File: src/rtl/seq_addsub_pkg.sv
// Shared types and elaboration-time helpers for the multi-cycle adder/subtractor.
package addsub_pkg;

  typedef enum logic {
    IDLE = 1'b0,
    RUN  = 1'b1
  } state_e;

  function automatic bit chunk_cfg_ok(input int unsigned width, input int unsigned chunk);
    return (chunk != 0) && (width >= chunk) && ((width % chunk) == 0);
  endfunction

endpackage

File: src/rtl/seq_addsub_chunk.sv
// Combinational CHUNK-bit full adder slice used once per cycle by seq_addsub.
module addsub_chunk #(
  parameter int unsigned CHUNK = 8
) (
  input  logic [CHUNK-1:0] x,
  input  logic [CHUNK-1:0] y,
  input  logic             ci,
  output logic [CHUNK-1:0] s,
  output logic             co
);

  assign {co, s} = {1'b0, x} + {1'b0, y} + {{CHUNK{1'b0}}, ci};

endmodule

File: src/rtl/seq_addsub.sv
// Multi-cycle WIDTH-bit adder/subtractor: one CHUNK-bit slice per clock behind a
// start/ready/done handshake, with registered sum and carry/overflow/zero flags.
module seq_addsub
  import addsub_pkg::*;
#(
  parameter int unsigned WIDTH = 32,
  parameter int unsigned CHUNK = 8
) (
  input  logic             clk,
  input  logic             rst,
  input  logic             start,
  input  logic             sub,
  input  logic [WIDTH-1:0] a,
  input  logic [WIDTH-1:0] b,
  output logic             ready,
  output logic             done,
  output logic [WIDTH-1:0] sum,
  output logic             carry,
  output logic             overflow,
  output logic             zero
);

  localparam int unsigned NCHUNK = WIDTH / CHUNK;
  localparam int unsigned IDXW   = (NCHUNK > 1) ? $clog2(NCHUNK) : 1;
  localparam logic [IDXW-1:0] LAST_IDX = IDXW'(NCHUNK - 1);

  if (!chunk_cfg_ok(WIDTH, CHUNK)) begin : g_bad_cfg
    $error("seq_addsub: WIDTH must be a non-zero multiple of CHUNK");
  end

  state_e           state_q;
  logic [IDXW-1:0]  idx_q;
  logic [WIDTH-1:0] a_q, b_q, work_q, work_d;
  logic             cin_q;
  logic [WIDTH-1:0] sum_q;
  logic             carry_q, ovf_q, zero_q, done_q;

  logic [31:0]      base;
  logic [CHUNK-1:0] x_w, y_w, s_w;
  logic             co_w;

  always_comb begin
    base   = 32'(idx_q) * CHUNK;
    x_w    = a_q[base +: CHUNK];
    y_w    = b_q[base +: CHUNK];
    work_d = work_q;
    work_d[base +: CHUNK] = s_w;
  end

  addsub_chunk #(.CHUNK(CHUNK)) u_chunk (
    .x  (x_w),
    .y  (y_w),
    .ci (cin_q),
    .s  (s_w),
    .co (co_w)
  );

  always_ff @(posedge clk or posedge rst) begin
    if (rst) begin
      state_q <= IDLE;
      idx_q   <= '0;
      a_q     <= '0;
      b_q     <= '0;
      work_q  <= '0;
      cin_q   <= 1'b0;
      sum_q   <= '0;
      carry_q <= 1'b0;
      ovf_q   <= 1'b0;
      zero_q  <= 1'b0;
      done_q  <= 1'b0;
    end else begin
      done_q <= 1'b0;
      case (state_q)
        IDLE: begin
          if (start) begin
            // Subtract is a + ~b + 1: invert B once here, seed the chain with 1.
            a_q     <= a;
            b_q     <= sub ? ~b : b;
            cin_q   <= sub;
            idx_q   <= '0;
            state_q <= RUN;
          end
        end
        RUN: begin
          work_q <= work_d;
          cin_q  <= co_w;
          idx_q  <= idx_q + IDXW'(1);
          if (idx_q == LAST_IDX) begin
            sum_q   <= work_d;
            carry_q <= co_w;
            ovf_q   <= (a_q[WIDTH-1] == b_q[WIDTH-1]) && (work_d[WIDTH-1] != a_q[WIDTH-1]);
            zero_q  <= (work_d == '0);
            done_q  <= 1'b1;
            idx_q   <= '0;
            state_q <= IDLE;
          end
        end
        default: state_q <= IDLE;
      endcase
    end
  end

  assign ready    = (state_q == IDLE);
  assign done     = done_q;
  assign sum      = sum_q;
  assign carry    = carry_q;
  assign overflow = ovf_q;
  assign zero     = zero_q;

endmodule

File: config.mk
export PLATFORM = sky130hd
export DESIGN_NAME = seq_addsub
export DESIGN_NICKNAME = d
export VERILOG_FILES = /design/src/rtl/seq_addsub_pkg.sv /design/src/rtl/seq_addsub_chunk.sv /design/src/rtl/seq_addsub.sv
export SDC_FILE = /design/constraint.sdc
export NUM_CORES = 1
export LEC_CHECK = 0
export CORE_ASPECT_RATIO = 0.5
export CORE_MARGIN = 2
export CORE_UTILIZATION = 54
export CTS_CLUSTER_DIAMETER = 60
export DETAILED_ROUTE_END_ITERATION = 7
export GPL_TIMING_DRIVEN = 0
export MAX_ROUTING_LAYER = met4
export PLACE_DENSITY = 0.89
export SETUP_SLACK_MARGIN = 0.15
export SLEW_MARGIN = 20
export SYNTH_ARGS = -nofsm -noshare
export SYNTH_HDL_FRONTEND = slang
export SYNTH_HIERARCHICAL = 1
export SYNTH_SLANG_ARGS = --single-unit
File: constraint.sdc
create_clock -name clk -period 4.86 [get_ports clk]
set_input_delay 0.729 -clock clk [delete_from_list [all_inputs] [get_ports clk]]
set_output_delay 0.729 -clock clk [all_outputs]
set_load 0.02 [all_outputs]
# Yosys cells after proc, flatten, opt, wreduce, memory -nomap -nowiden
# Cells that the tools add are included.
totals:
  latch_bits: 0
  ram_bits: 0
  romBits: 0
  regBits: 136
  elab_cells: 41
  input_bits: 68
  mem_count: 0
op_classes:
  mux: 12
  mul: 0
  add_sub_neg: 4
  n_bitwise: 2
  n_shift: 4
  reduce_logical: 4
  n_lt_le_gt_ge: 0
  n_eq_ne: 4
  div: 0
op_table:
  columns: ["operator", "n"]
  rows:
  - ["32-bit by 6-bit variable part select with 8-bit output", 2]
  - ["5-bit negator with 34-bit output", 1]
  - ["8-bit by 34-bit variable shift with 32-bit output (first input constant)", 1]
  - ["8-bit by 34-bit variable part select with 32-bit output", 1]
  - ["32-bit bitwise mux", 1]
  - ["32-bit zero test", 1]
  - ["32-bit two-way mux", 1]
  - ["32-bit NOT", 1]
  - ["8-bit by 8-bit adder with 9-bit output", 1]
  - ["9-bit by 1-bit adder with 9-bit output", 1]
  - ["1-bit two-way mux", 5]
  - ["2-bit two-way mux", 2]
  - ["1-bit one-hot mux with 2 select lines", 2]
  - ["2-bit one-hot mux with 2 select lines", 1]
  - ["2-bit AND reduction", 2]
  - ["2-bit by 1-bit adder with 2-bit output (second input constant)", 1]
  - ["2-bit == test (second input constant)", 1]
  - ["2-bit inequality test (second input constant)", 1]
  - ["1-bit == test", 1]
  - ["1-bit logical AND", 1]
  - ["1-bit inequality test", 1]
  - ["1-bit NOT", 1]

# Longest topological paths before layout
# Gate-level depths: netlist of the first run.
depth:
  depth_word: 7
  depth_mapped: 14
  ltp_nobuf: 11

# Modules after synthesis
# The synthesis of the first run kept the hierarchy.
by_module_without_submodules:
  columns: ["module", "seq_area_each_um2", "n_inst", "cells_each", "area_each_um2"]
  rows:
  - ["seq_addsub", 3403.3, 1, 559, 6252.2]
  - ["addsub_chunk", 0.0, 1, 42, 331.6]

# Worst setup path before layout of the first run
# Ideal clock, no wire load.
synth_timing:
  kind: "reg2reg"
  from: "reg idx_q[0]"
  to: "reg zero_q, in the netlist zero"
  path_stages_with_launch: 15
  path_buffers: 3
  slack_ps: 810
  required_ps: 4759
  synth_period_minus_slack_ps: 4050
  t_arrival_ps: 3949
  path_cell_list: "dfrtp_1 -> buf_2 -> buf_2 -> mux4_2 -> fa_1 -> fa_1 -> a21oi_1 -> nor2_1 -> nor2_1 -> xnor2_1 -> buf_2 -> or4_1 -> a21oi_1 -> nand4_1 -> o32ai_1"
synth_via:
  elab_chain_cells: 6
synth_lines:
  columns: ["item", "line", "rtl"]
  rows:
  - ["from (decl)", "seq_addsub.sv:32", "logic [IDXW-1:0] idx_q;"]
  - ["from (signal assigned)", "seq_addsub.sv:87", "idx_q <= idx_q + IDXW'(1);"]
  - ["32-bit by 6-bit variable part select with 8-bit output", "seq_addsub.sv:44", "x_w = a_q[base +: CHUNK];"]
  - ["net x_w[0]", "seq_addsub.sv:39", "logic [CHUNK-1:0] x_w, y_w, s_w;"]
  - ["8-bit by 8-bit adder with 9-bit output", "seq_addsub_chunk.sv:12", "assign {co, s} = {1'b0, x} + {1'b0, y} + {{CHUNK{1'b0}}, ci};"]
  - ["9-bit by 1-bit adder with 9-bit output", "seq_addsub_chunk.sv:12", null]
  - ["net s_w[6]", "seq_addsub.sv:39", null]
  - ["8-bit by 34-bit variable part select with 32-bit output", "seq_addsub.sv:47", "work_d[base +: CHUNK] = s_w;"]
  - ["32-bit bitwise mux", "seq_addsub.sv:47", null]
  - ["32-bit zero test", "seq_addsub.sv:92", "zero_q <= (work_d == '0);"]
  - ["to (signal assigned)", "seq_addsub.sv:92", null]
  - ["to (decl)", "seq_addsub.sv:36", "logic carry_q, ovf_q, zero_q, done_q;"]
# The timed path passes the listed nets, and every way through them passes these cells.
# A chain may end at the register's enable or synchronous reset.

# Final worst setup path of the first run
# Same ends and word-level chain as after synthesis.

==> results of run 1 <==
## worst reg2reg max path, stage by stage, from the launching register on
cell and delay [ps]:
dfrtp_2 440, buf_6 220, buf_4 270, mux4_2 570, fa_1 450, fa_1 410, a21oi_1 220, nor2_1 70
nor2_1 180, xnor2_1 90, buf_2 210, or4_1 550, a21oi_1 220, nand4_1 120, o32ai_1 310
## final timing paths
check	slack, ps	depth (start not counted)	startpoint	end
setup / recovery	440	14	idx_q[0]$_DFFE_PP0P_	zero$_DFFE_PP0P_
hold / removal	470	2	b_q[27]$_DFFE_PP0P_	b_q[27]$_DFFE_PP0P_
setup reg to reg	440	14	idx_q[0]$_DFFE_PP0P_	zero$_DFFE_PP0P_
hold reg to reg	470	2	b_q[27]$_DFFE_PP0P_	b_q[27]$_DFFE_PP0P_
max in group asynchronous	3450	3	rst	b_q[2]$_DFFE_PP0P_
min in group asynchronous	710	2	rst	sum[9]$_DFFE_PP0P_
## per-stage QoR
| stage | hold WS (ps) | instances | instance area (um2) | worst slack, ps | util |
|---|---|---|---|---|---|
| 6_report | 474 | 901 | 8440 | 438 | 0.712 |
| 5_1_grt | 500 | 901 | 8440 | 226 | 0.712 |
| 4_1_cts | 479 | 901 | 8430 | 231 | 0.712 |
| 3_5_place_dp | 466 | 870 | 7860 | 228 | 0.663 |
| 3_3_place_gp | 459 | 869 | 7820 | -1090 | 0.661 |
| 2_1_floorplan | 445 | 601 | 6580 | 492 | - |
## logic make-up (layout without fill, tap and decap cells)
group | Yosys count | in the layout | synth area share
AOI/OAI and AO/OA | 155 | 155 | 0.142
xor gates and xnor gates | 36 | 36 | 0.0479
adders and majority gates | 15 | 15 | 0.0308
buffers and inverters | 53 | 188 | 0.0329
DFF | 136 | 136 | 0.517
muxes | 51 | 51 | 0.114
and+or+nand+nor | 155 | 155 | 0.115
## final cells by class
cell class                      instances  area [um2]  area share
Multi-Input combinational cell        412        2960       0.351
Clock buffer                           23         498      0.0590
Tap cell                              165         206      0.0245
Buffer                                 45         198      0.0234
Sequential cell                       136        3400       0.404
Clock inverter                          8        70.1     0.00830
Inverter                                8        37.5     0.00445
Timing Repair Buffer                  104        1060       0.125
## per-layer routing
layer,global-route usage,vias up,part of all wire
met1,0.359,2650,0.42
met2,0.463,285,0.48
li1,-,2367,-
met3,0.0697,51,0.076
met5,-,-,0
met4,0.104,0,0.021
## registers in the layout, indices dropped and copies added (netlist names)
register,count
a_q,32
sum,32
work_q,32
zero,1
carry,1
overflow,1
idx_q,2
cin_q,1
state_q,1
b_q,32
done,1
## cell usage in the layout, fill, tap and decap left out, types with 13 or more instances in the layout
cell and count:
mux2_2 33, clkbuf_16 17, clkbuf_1 29, ha_1 13, a22o_1 29, nand2_1 46, a21oi_1 72, nor2_1 43
nor2b_1 32, o21ai_0 36, xnor2_1 34, dfrtp_1 135, mux4_2 16, clkdlybuf4s50_1 103
## timing repair
| item | in CTS | in global routing |
|---|---|---|
| pin swaps | 0 | 0 |
| endpoints found under the setup margin | 1 | 1 |
| resized for setup | 2 | 6 |
==> impl_results.md, run 1 <==
* Worst path bufs/invs at 3
* Clock buffer depth at 2
* Crit path DAT at 4740 ps
* Yosys cell types at 45
* Slowest CP cell: mux4_2
* Pin slew with the least headroom to its limit at 693 ps
* Chip height at 82.1 um
* Clock Latency Late Sink at 430 ps
* CP max stage delay at 570 ps
* Crit start category: flip-flop
* WL/cell at around 19 um
* Routability cong. at 0.912
* Initial core utilization at 0.556
* Total CTS buffers at 17
* Filler Cell Count at 805
* Worst Skew at 7.78 ps
* Layout cell share with drive strength beyond 1 at 0.136
* H-tree levels at 4
* Mapped Area at 0.00658 mm2
* Rows at 28
* Synth Flop Type: dfrtp_1
* Boundary Pins at between 100 and 150
* Worst-path cell chain: buf_6, buf_4, mux4_2, fa_1, fa_1, a21oi_1, nor2_1, nor2_1, xnor2_1, buf_2, or4_1, a21oi_1, nand4_1, o32ai_1
* Synth Warn # at 6
* Syn Nets at 684
* Vias in the first global route at 5410
* RSZ-0062 raised after global routing: false
* Area grow syn2layout at 28.1%
* MaxCap Viol Count at 0
* WS Path Type: flip-flop to flip-flop
* Crit path max-delay family: simple AND/OR/NAND/NOR gates
* Final setup vio count at 0
* Tmin final at roughly 4400 ps
* Worst Path Max Fanout at 10
* DRT Pass-1 Iters at 5
* CTS tree: done
* Full die area at 0.0131 mm2
* Commonest cells post-synth: dfrtp_1, a21oi_1, nand2_1
* Final hold vios at 0
* Net count, final at 807
* Reg clk slew, reported paths at approximately 60 ps
* Clock root cell: clkbuf_16
* Final WL at around 17000 um
* Antenna Nets Post-Route at 0
* Peak Freq at 226 MHz
* Largest net degree at the start of global routing at 83
* Req. time, crit path at 5180 ps
* # Post-CTS Setup Buffers at 0
* Final slew viol count at 0
* Register area share after synthesis at 0.517
* Die span in x at 160 um
* # diodes at 0
* Synth Area per Inst at 11.0 um2
* DP HPWL at 11300 um
* Post-synthesis register bit count at 136
* Largest cells by area after synthesis: dfrtp_1, mux2_2, a21oi_1, mux4_2, xnor2_1
* Ratio of final minimum period to clock period at 0.910
* Worst hold path class: flip-flop to flip-flop
* Status: finished clean
* IO Port Bufs at 103
* Core Box Area at 0.0118 mm2
* DR iter-0 viols at 594
* First-pass GRT wire length at 27800 um
* Normalized max-slew margin at 0.538
* Residual DRC at 0
* Cell with the most instances after synthesis: dfrtp_1
* Post-synth top area share at 0.517
* Post-synth EDFFs at 0
* CP Capture Type: flip-flop
* GRT Residual Overflow at 0
* Setup_tns at 0 ps
* Clock tree sinks at 136
* Total GRT Usage at 0.286
* Via-per-instance ratio at roughly 5.9
* Cells after Synth at 601
* Synth async-reset ratio at 1.00
* Synth area leader: dfrtp_1
* Via count at between 5000 and 6000
* Initial antenna violation count at 0
* Hold buffers post-CTS at 0
Power of run 1 is left out: the tool's default activity adds up to more than one toggle a clock period on the data nets, which glitch-free logic cannot reach.
==> run 2, diff against run 1 <==
--- a/config.mk
+++ b/config.mk
@@ -13,8 +13,8 @@
 export GPL_TIMING_DRIVEN = 0
 export MAX_ROUTING_LAYER = met4
 export PLACE_DENSITY = 0.89
-export SETUP_SLACK_MARGIN = 0.15
-export SLEW_MARGIN = 20
+export SETUP_SLACK_MARGIN = 0.5
+export SLEW_MARGIN = 0
 export SYNTH_ARGS = -nofsm -noshare
 export SYNTH_HDL_FRONTEND = slang
 export SYNTH_HIERARCHICAL = 1
==> run 2 against run 1 <==
Compared with the run above:
- clock skew rose by 1.4 ps
- routed wire length up 3.1%
- largest cell class unchanged
- critical path type unchanged
- highest routed layer unchanged
- die area stayed put
==> impl_results.md, run 2 (same netlist as run 1, synthesis figures left out) <==
* Routability cong. at 0.936
* RSZ-0062 raised after global routing: false
* Final hold vios at 0
* Worst-path cell chain: buf_12, buf_8, mux4_2, fa_1, fa_1, a21oi_2, nor2_1, nor2_1, xnor2_1, buf_2, or4_1, a21oi_1, nand4_1, o32ai_1
* IO Port Bufs at 103
* Status: finished clean
* Largest net degree at the start of global routing at 44
* Layout Utilization at 0.717
* Final Non-Filler Cells at 904
* WS Path Type: flip-flop to flip-flop
* Peak Freq at 237 MHz
* DR iter-0 viols at between 600 and 700
* Vias in the first global route at 5486
* H-tree levels at 4
* Crit start category: flip-flop
* Worst hold path class: flip-flop to flip-flop
* Pin slew with the least headroom to its limit at around 740 ps
* Initial antenna violation count at 0
* Final setup vio count at 0
* Normalized max-slew margin at 0.504
* Clock root cell: clkbuf_16
* Setup_tns at 0 ps
* Total CTS buffers at 17
* Ratio of final minimum period to clock period at 0.869
* Net count, final at roughly 810
* Clock buffer depth at 2
* Initial core utilization at 0.556
* Req. time, crit path at approximately 5200 ps
* WL/cell at 19.4 um
* CP max stage delay at between 500 and 600 ps
* CTS tree: done
* # diodes at 0
* Crit path DAT at 4550 ps
* Die span in x at between 150 and 200 um
* Boundary Pins at 105
* Worst Path Max Fanout at 10
* Rows at 28
* Chip height at 82.1 um
* Area grow syn2layout at 29.0%
* Most frequent cells in the layout: dfrtp_1, clkdlybuf4s50_1, a21oi_1
* Slowest CP cell: mux4_2
* Layout cell share with drive strength beyond 1 at 0.135
* Reg clk slew, reported paths at about 60 ps
* Most common cell after layout, fill and taps aside: dfrtp_1
* Tmin final at approximately 4200 ps
* Inst Count DP at slightly below 900
* Worst Skew at 9.16 ps
* GRT Residual Overflow at 0
* Core Box Area at 0.0118 mm2
* Clock Latency Late Sink at 430 ps
* CP Capture Type: flip-flop
* Via count at 5370
* Final WL at 17600 um
* Clock tree sinks at between 100 and 150
* MaxCap Viol Count at 0
* Antenna Nets Post-Route at 0
* Full die area at 0.0131 mm2
* Total GRT Usage at 0.291
* Via-per-instance ratio at 5.94
* DRT Pass-1 Iters at 6
* DP HPWL at between 10000 and 15000 um
* First-pass GRT wire length at 28200 um
* Final slew viol count at 0
* Residual DRC at 0
run 2: cell types whose count changed in the layout (fill, tap and decap cells not counted), sizes merged:
cell,previous run,this run
clkbuf,53,54
buf,16,18
inv,8,7
bufinv,1,2
run 2: critical path: cells and delay by family, from the launching register on:
kind	cells	cell delay, ps
compound gates	3	710
flops	1	440
simple gates	4	870
fa+ha+maj	2	890
buf+inv	3	560
xor+xnor	1	80
mux	1	560
run 2: final timing paths:
kind,startpoint,to,slack [ps],cells past startpoint
worst max register to register,idx_q[0]$_DFFE_PP0P_,zero$_DFFE_PP0P_,640,14
worst min register to register,b_q[2]$_DFFE_PP0P_,b_q[2]$_DFFE_PP0P_,480,2
worst min-delay path,b_q[2]$_DFFE_PP0P_,b_q[2]$_DFFE_PP0P_,480,2
max in group asynchronous,rst,idx_q[0]$_DFFE_PP0P_,3240,4
min in group asynchronous,rst,sum[9]$_DFFE_PP0P_,720,2
worst max-delay path,idx_q[0]$_DFFE_PP0P_,zero$_DFFE_PP0P_,640,14
run 2: routing by layer:
| metal | wire (um) | track usage | share of wire |
|---|---|---|---|
| met5 | 0 | - | 0 |
| met4 | 541 | 0.142 | 0.031 |
| met3 | 1260 | 0.0646 | 0.072 |
| met2 | 8330 | 0.467 | 0.47 |
| met1 | 7420 | 0.361 | 0.42 |
run 2: final cells by class:
| type | instances | area, um2 |
|---|---|---|
| fill | 808 | 3350 |
| timing repair buffer | 106 | 1090 |
| clock buffer | 24 | 472 |
| sequential | 136 | 3400 |
| inverter | 8 | 33.8 |
| tap | 165 | 206 |
| multi-input combinational | 412 | 2970 |
| buffer | 45 | 219 |
| clock inverter | 8 | 96.3 |
run 2: repair_timing:
action | 4_1_cts | 5_1_grt
endpoints found under the hold margin | 0 | 0
setup endpoints to repair | 2 | 1
resized for setup | 5 | 10
pin swaps | 0 | 0
hold buffers | 0 | 0
buffers inserted | 0 | 0
run 2: metrics by stage:
| step | worst slack [ps] | area (um2) | hold slack (ps) |
|---|---|---|---|
| floorplan | 810 | 6590 | 445 |
| global placement | 263 | 7830 | 459 |
| detailed placement | 156 | 7890 | 472 |
| CTS | 521 | 8460 | 484 |
| global route | 489 | 8490 | 504 |
| finish | 638 | 8490 | 483 |
Power of run 2 is left out for the same reason.
